$ cat src/rtl/ifetch_unit_pkg.sv
// -----------------------------------------------------------------------------
// ifetch_unit_pkg
//   Shared definitions for the instruction fetch unit:
//   - INST_WIDTH : width of one instruction word returned by the ICache
//   - PC_STEP    : byte distance between sequential fetch addresses
//   - TRUE/FALSE : readable single-bit constants for control signals
//   - fetch_state_e : fetch FSM encoding
//       ST_IDLE : no ICache request outstanding
//       ST_WAIT : request outstanding, response will be queued
//       ST_DROP : request outstanding, response is stale and will be dropped
// -----------------------------------------------------------------------------
package ifetch_unit_pkg;

    localparam int INST_WIDTH = 32;
    localparam int PC_STEP    = 4;

    localparam logic TRUE  = 1'b1;
    localparam logic FALSE = 1'b0;

    typedef enum logic [1:0] {
        ST_IDLE = 2'd0,
        ST_WAIT = 2'd1,
        ST_DROP = 2'd2
    } fetch_state_e;

endpackage

$ cat src/rtl/ifetch_unit_fifo.sv
// -----------------------------------------------------------------------------
// fetch_fifo
//   Synchronous, flushable FIFO used as the fetched-instruction queue.
//
//   Parameters
//     WIDTH : entry width in bits
//     DEPTH : number of entries, power of two, >= 2
//
//   Ports
//     clk        in   clock
//     rst        in   synchronous active-high reset (empties the FIFO)
//     push       in   write push_data at the tail
//     push_data  in   WIDTH  entry to write
//     pop        in   retire the head entry
//     flush      in   empty the FIFO; wins over push and pop in the same cycle
//     head_valid out  FIFO is non-empty
//     head_data  out  WIDTH  head entry, zero while empty
//     count      out  clog2(DEPTH)+1  occupancy
//     full       out  occupancy equals DEPTH
// -----------------------------------------------------------------------------
module fetch_fifo #(
    parameter int WIDTH = 64,
    parameter int DEPTH = 4
) (
    input  logic                     clk,
    input  logic                     rst,
    input  logic                     push,
    input  logic [WIDTH-1:0]         push_data,
    input  logic                     pop,
    input  logic                     flush,
    output logic                     head_valid,
    output logic [WIDTH-1:0]         head_data,
    output logic [$clog2(DEPTH):0]   count,
    output logic                     full
);

    localparam int                PTR_W      = $clog2(DEPTH);
    localparam logic [PTR_W:0]    FULL_COUNT = (PTR_W + 1)'(DEPTH);

    logic [WIDTH-1:0] mem [DEPTH];
    logic [PTR_W-1:0] wr_ptr;
    logic [PTR_W-1:0] rd_ptr;
    logic [PTR_W:0]   count_q;
    logic             do_push;
    logic             do_pop;

    assign full       = (count_q == FULL_COUNT);
    assign head_valid = (count_q != '0);

    // Guards keep the pointers coherent even if a caller misbehaves; a pop
    // in the same cycle frees the slot a full-queue push would need.
    assign do_pop  = pop && !flush && head_valid;
    assign do_push = push && !flush && (!full || do_pop);

    // NOTE: state registers use non-blocking assignments so every flop samples
    // the pre-edge values of its inputs, independent of statement order.
    always_ff @(posedge clk) begin
        if (rst || flush) begin
            wr_ptr  <= '0;
            rd_ptr  <= '0;
            count_q <= '0;
        end else begin
            // Pointers wrap modulo DEPTH for free because DEPTH is a power of two.
            if (do_push) wr_ptr <= wr_ptr + 1'b1;
            if (do_pop)  rd_ptr <= rd_ptr + 1'b1;
            case ({do_push, do_pop})
                2'b10:   count_q <= count_q + 1'b1;
                2'b01:   count_q <= count_q - 1'b1;
                default: count_q <= count_q;
            endcase
        end
    end

    // NOTE: the storage array is deliberately not reset; validity is tracked by
    // count_q alone, and leaving the array out of reset lets it map onto plain
    // RAM/flops without a reset tree.
    always_ff @(posedge clk) begin
        if (do_push) mem[wr_ptr] <= push_data;
    end

    // Head is masked while empty so downstream never sees stale or unknown data.
    assign head_data = head_valid ? mem[rd_ptr] : '0;
    assign count     = count_q;

endmodule

$ cat src/rtl/ifetch_unit.sv
// -----------------------------------------------------------------------------
// ifetch_unit
//   Instruction fetch unit sitting between the redirect path and the ICache.
//   Generates sequential PCs, keeps at most one ICache read outstanding, and
//   queues returned instructions with their PCs for the decoder. A redirect
//   flushes the queue, marks any in-flight response stale, and restarts fetch.
//
//   Parameters
//     ADDR_WIDTH  : PC / address width
//     QUEUE_DEPTH : instruction queue entries, power of two, >= 2
//     RESET_PC    : first fetch address after reset
//
//   Ports
//     clk               in   clock
//     rst               in   synchronous active-high reset
//     rdy               in   global enable; low freezes all state
//     redirect_valid    in   flush and restart at redirect_pc
//     redirect_pc       in   ADDR_WIDTH  new fetch PC (bits [1:0] ignored)
//     icache_req        out  read request, held until the response
//     icache_addr       out  ADDR_WIDTH  read address, stable while requesting
//     icache_resp_valid in   one-cycle response strobe
//     icache_inst       in   32  response data
//     out_valid         out  queue head valid
//     out_inst          out  32  head instruction
//     out_pc            out  ADDR_WIDTH  head PC
//     out_ready         in   decoder accepts the head
//     queue_count       out  clog2(QUEUE_DEPTH)+1  queue occupancy
// -----------------------------------------------------------------------------
module ifetch_unit
    import ifetch_unit_pkg::*;
#(
    parameter int                    ADDR_WIDTH  = 32,
    parameter int                    QUEUE_DEPTH = 4,
    parameter logic [ADDR_WIDTH-1:0] RESET_PC    = '0
) (
    input  logic                           clk,
    input  logic                           rst,
    input  logic                           rdy,
    input  logic                           redirect_valid,
    input  logic [ADDR_WIDTH-1:0]          redirect_pc,
    output logic                           icache_req,
    output logic [ADDR_WIDTH-1:0]          icache_addr,
    input  logic                           icache_resp_valid,
    input  logic [INST_WIDTH-1:0]          icache_inst,
    output logic                           out_valid,
    output logic [INST_WIDTH-1:0]          out_inst,
    output logic [ADDR_WIDTH-1:0]          out_pc,
    input  logic                           out_ready,
    output logic [$clog2(QUEUE_DEPTH):0]   queue_count
);

    localparam int ENTRY_W = ADDR_WIDTH + INST_WIDTH;

    fetch_state_e          state_q;
    fetch_state_e          state_d;
    logic [ADDR_WIDTH-1:0] pc_q;
    logic [ADDR_WIDTH-1:0] pc_d;
    logic [ADDR_WIDTH-1:0] addr_q;
    logic [ADDR_WIDTH-1:0] addr_d;
    logic                  req_q;
    logic                  req_d;

    logic                  q_push;
    logic                  q_pop;
    logic                  q_flush;
    logic                  q_full;
    logic [ENTRY_W-1:0]    q_head;

    logic [ADDR_WIDTH-1:0] redirect_pc_aligned;
    logic                  unused_redirect_lsbs;

    // Fetch addresses are word aligned; the low bits of a redirect target are
    // dropped rather than trusted.
    assign redirect_pc_aligned  = {redirect_pc[ADDR_WIDTH-1:2], 2'b00};
    assign unused_redirect_lsbs = ^redirect_pc[1:0];

    // ------------------------------------------------------------------
    // Next-state / control logic
    // ------------------------------------------------------------------
    // NOTE: every signal driven here gets a default before any branch, so no
    // path leaves a value unassigned and no latch is inferred.
    always_comb begin
        state_d = state_q;
        pc_d    = pc_q;
        addr_d  = addr_q;
        req_d   = req_q;
        q_push  = FALSE;
        q_flush = FALSE;

        // With rdy low nothing below is evaluated, so every register holds
        // and redirect/response inputs are ignored.
        if (rdy) begin
            if (redirect_valid) begin
                q_flush = TRUE;
                pc_d    = redirect_pc_aligned;
            end

            unique case (state_q)
                ST_IDLE: begin
                    // Only issue when the response is guaranteed a slot.
                    if (!redirect_valid && !q_full) begin
                        state_d = ST_WAIT;
                        addr_d  = pc_q;
                        req_d   = TRUE;
                    end
                end

                ST_WAIT: begin
                    if (icache_resp_valid) begin
                        // A redirect in the same cycle makes the data stale;
                        // the request is finished either way, so no DROP.
                        state_d = ST_IDLE;
                        req_d   = FALSE;
                        if (!redirect_valid) begin
                            q_push = TRUE;
                            pc_d   = pc_q + ADDR_WIDTH'(PC_STEP);
                        end
                    end else if (redirect_valid) begin
                        // Keep requesting the old address until the cache
                        // answers, then throw that answer away.
                        state_d = ST_DROP;
                    end
                end

                ST_DROP: begin
                    if (icache_resp_valid) begin
                        state_d = ST_IDLE;
                        req_d   = FALSE;
                    end
                end

                default: begin
                    state_d = ST_IDLE;
                    req_d   = FALSE;
                end
            endcase
        end
    end

    // Redirect has priority over a pop in the same cycle (flush also wins
    // inside the FIFO; gating here keeps the intent explicit).
    assign q_pop = rdy && out_valid && out_ready && !redirect_valid;

    // ------------------------------------------------------------------
    // State registers
    // ------------------------------------------------------------------
    always_ff @(posedge clk) begin
        if (rst) begin
            state_q <= ST_IDLE;
            pc_q    <= RESET_PC;
            addr_q  <= '0;
            req_q   <= FALSE;
        end else begin
            state_q <= state_d;
            pc_q    <= pc_d;
            addr_q  <= addr_d;
            req_q   <= req_d;
        end
    end

    assign icache_req  = req_q;
    assign icache_addr = addr_q;

    // ------------------------------------------------------------------
    // Instruction queue: each entry is {pc, instruction}
    // ------------------------------------------------------------------
    fetch_fifo #(
        .WIDTH (ENTRY_W),
        .DEPTH (QUEUE_DEPTH)
    ) u_queue (
        .clk        (clk),
        .rst        (rst),
        .push       (q_push),
        .push_data  ({pc_q, icache_inst}),
        .pop        (q_pop),
        .flush      (q_flush),
        .head_valid (out_valid),
        .head_data  (q_head),
        .count      (queue_count),
        .full       (q_full)
    );

    assign out_pc   = q_head[ENTRY_W-1:INST_WIDTH];
    assign out_inst = q_head[INST_WIDTH-1:0];

endmodule

$ cat config.mk
export PLATFORM = sky130hd
export DESIGN_NAME = ifetch_unit
export DESIGN_NICKNAME = d
export VERILOG_FILES = /design/src/rtl/ifetch_unit_pkg.sv /design/src/rtl/ifetch_unit_fifo.sv /design/src/rtl/ifetch_unit.sv
export SDC_FILE = /design/constraint.sdc
export NUM_CORES = 1
export LEC_CHECK = 0
export BUFFER_PORTS_ARGS = -buffer_cell sky130_fd_sc_hd__buf_2
export CAP_MARGIN = 10
export CORE_MARGIN = 5
export CORE_UTILIZATION = 55
export CTS_BUF_LIST = sky130_fd_sc_hd__clkbuf_16
export DETAILED_ROUTE_END_ITERATION = 8
export GPL_TIMING_DRIVEN = 0
export PLACE_DENSITY_LB_ADDON = 0.15
export SLEW_MARGIN = 10
export SYNTH_ARGS = -nofsm -noshare
export SYNTH_HDL_FRONTEND = slang
export SYNTH_SLANG_ARGS = --single-unit
$ cat constraint.sdc
create_clock -name clk -period 5.9 [get_ports clk]
set_clock_uncertainty 0.05 [all_clocks]
set_input_delay 0.59 -clock clk [delete_from_list [all_inputs] [get_ports clk]]
set_output_delay 0.59 -clock clk [all_outputs]
set_load 0.02 [all_outputs]
==> flow_summary.toml <==
[timing]
finalMaxSlewViolations = 0
worst-slew-pin-transition_ns = 0.8353
rsz0062_at_grt = "false"
hold_violations = 0
fin_crit_sh_pct = 57.91
timing.slew.headroom_pct = 43.80
report.final.setup_viol = 0
setup_ws_ns = 2.483
final.setup.tns_ns = 0
fmax_ghz = 0.2927
post-route-min-period_ns = 3.417

[synth]
ys.flop_type = "edfxtp_1"
synth_mux_area_share_pct = 10.87
synth_top_family_by_area = "multiplexers"
synth_edf_count = 256
postSynthCellCount = 904
yosysSeqAreaShare_pct = 67.57
syn_area_mm2 = 0.01363
yosysWarnings = 0
yosys.area_share.simple_pct = 10.86
ys_types = 70
synth-xor-area-share_pct = 0.3213
synth.avg_cell_area_um2 = 15.08
synth_nets = 984
synthArstFlopShare_pct = 0
synth_adder_area_share_pct = 0.9732
ys_ff_latch = 332
synth_compound_area_share_pct = 6.702

[finish]
diodes = 0
area_growth_pct = 18.24
final_common_cell = "edfxtp_1"
layout.cells.non_filler = 1456
final_net_count = 1191
final_cell_mix = "edfxtp_1 (256), buf_2 (179), nand2_1 (84)"
n_fill_cell = 1833
finalInstanceArea_mm2 = 0.01611
drive_gt1_share_pct = 28.00

[floorplan]
rows = 57
dieWidth_um = 167.4
fp.dieH_um = 167.4
design.die.area_mm2 = 0.02803
core_area_mm2 = 0.02439
start_util_pct = 55.87
pin_count = 171

[route]
vias_per_cell = 5.966
vias = 8687
drt_wl_total_um = 32500
route.detailed.drc = 0
wl_per_cell_um = 22.32
first_iter_violations = 914
drt_pre_antenna_iters = 6
antenna_left = 0

[global_route]
grt_pass1_wl_um = 50370
antenna_found_initial = 0
grt-ovfl-total = 0
grt_max_degree = 50
grt_util_all_layers_pct = 22.97
grt_pass1_vias = 8877

[cts]
cts_inserted_buffers = 34
cts_setup_buffers = 0
path_clk_slew_ns = 0.06
cts_buffer_depth = 3
holdBufCountCts = 0
clock_latency_ns = 0.50
clock-root-buffer = "clkbuf_16"
cts_resized = 0
h-tree-depth = 2
cts_tree = "yes"
clkSinkCount = 332

[placed_design]
dp.cells = 1399
dp_slack_ns = 2.703
hpwl_um = 21530
place_congestion = 0.9427
io_buffers = 167
place_area_mm2 = 0.01498

[worst_setup_path]
path_class = "reg -> out"
crit_required_ns = 5.26
end_kind = "output pin"
crit_arrival_ns = 2.78
critPathMaxFanout = 10
cp-start-kind = "register"

[worst_hold_path]
hold_class = "in -> reg"

[power_and_ir_drop]
worst_ir_drop_vdd_mv = 0.1874
p_leak_nw = 5.740
p_per_area_mw_per_mm2 = 307.3
p_total_mw = 4.951

[status]
outcome = "finished, final reports clean"

[run]
cap_violations = 0
-- cells in the mapped netlist (12+ instances only) --
cell type / number / share of area [%]
inv_1: 13 / 0.36
and3_1: 13 / 0.60
nand2_1: 84 / 2.3
edfxtp_1: 256 / 56
nand3_1: 13 / 0.48
nor4_1: 14 / 0.64
clkbuf_1: 38 / 1.0
mux4_2: 64 / 11
and2_1: 71 / 3.3
dfxtp_1: 76 / 11
buf_2: 12 / 0.44
a21oi_1: 48 / 1.8
nor2_1: 33 / 0.91
o21ai_0: 18 / 0.66
-- flip-flops by register name (all words and copies together) (netlist names), named ones only --
name,count
icache_addr,32
icache_req,1
pc_q,32
state_q,2
u_queue.count,3
u_queue.mem,256
u_queue.rd_ptr,2
u_queue.wr_ptr,2
-- worst paths after layout --
kind / start / cells after the start / slack, ns / endpoint
worst min-delay path: icache_inst[6] / 1 / 0.26 / u_queue.mem[1][6]$_DFFE_PP_
worst min register to register: icache_addr[14]$_SDFFE_PP0P_ / 2 / 0.41 / icache_addr[14]$_SDFFE_PP0P_
worst max-delay path: register / 5 / 2.48 / out_pc[11]
worst max register to register: state_q[1]$_SDFFE_PP0P_ / 7 / 2.94 / u_queue.mem[1][19]$_DFFE_PP_
-- through the flow --
stage               utilization, %  hold slack (ns)
floorplan                        -           0.4048
global placement             60.96           0.3922
detailed placement           61.42           0.3961
CTS                          66.07           0.2361
global route                 66.07           0.2473
finish                       66.07           0.2568
-- where the power goes --
part / internal [mW] / switching (mW) / leakage (nW) / total [mW]
Sequential: 2.54 / 0.0422 / 2.98 / 2.58
Clock: 1.34 / 0.853 / 0.570 / 2.19
Combinational: 0.0664 / 0.117 / 2.19 / 0.183
-- cells by family (layout without fill, tap and decap cells) --
group,Yosys count,after routing
fa+ha+maj,10,10
compound gates,137,137
xor+xnor,5,5
mux,68,68
flops,332,332
buf+inv,76,304
simple gates,276,276
-- critical path, cell delays in order (launching register included) --
cell and delay, ns:
dfxtp_1 0.31, clkbuf_1 0.56, buf_2 0.45, mux4_2 0.61, and2_1 0.18, buf_2 0.15
-- area by class of cell --
cell class	instances	area (um2)	area share, %
buffer	62	315.3	1.957
clock buffer	35	875.8	5.435
clock inverter	22	256.5	1.592
inverter	14	52.55	0.3261
multi-input combinational	496	4061	25.20
sequential	332	9209	57.15
tap	324	405.4	2.516
timing repair buffer	171	938.4	5.823
-- per-layer routing --
metal | vias to the layer above | share of wire, % | GRT usage [%]
li1 | 3921 | - | -
met1 | 4236 | 41 | 32.44
met2 | 450 | 47 | 36.27
met3 | 80 | 8.7 | 5.021
met4 | 0 | 2.8 | 7.198
met5 | - | 0 | 0
Power figures use the tool's default switching activity.
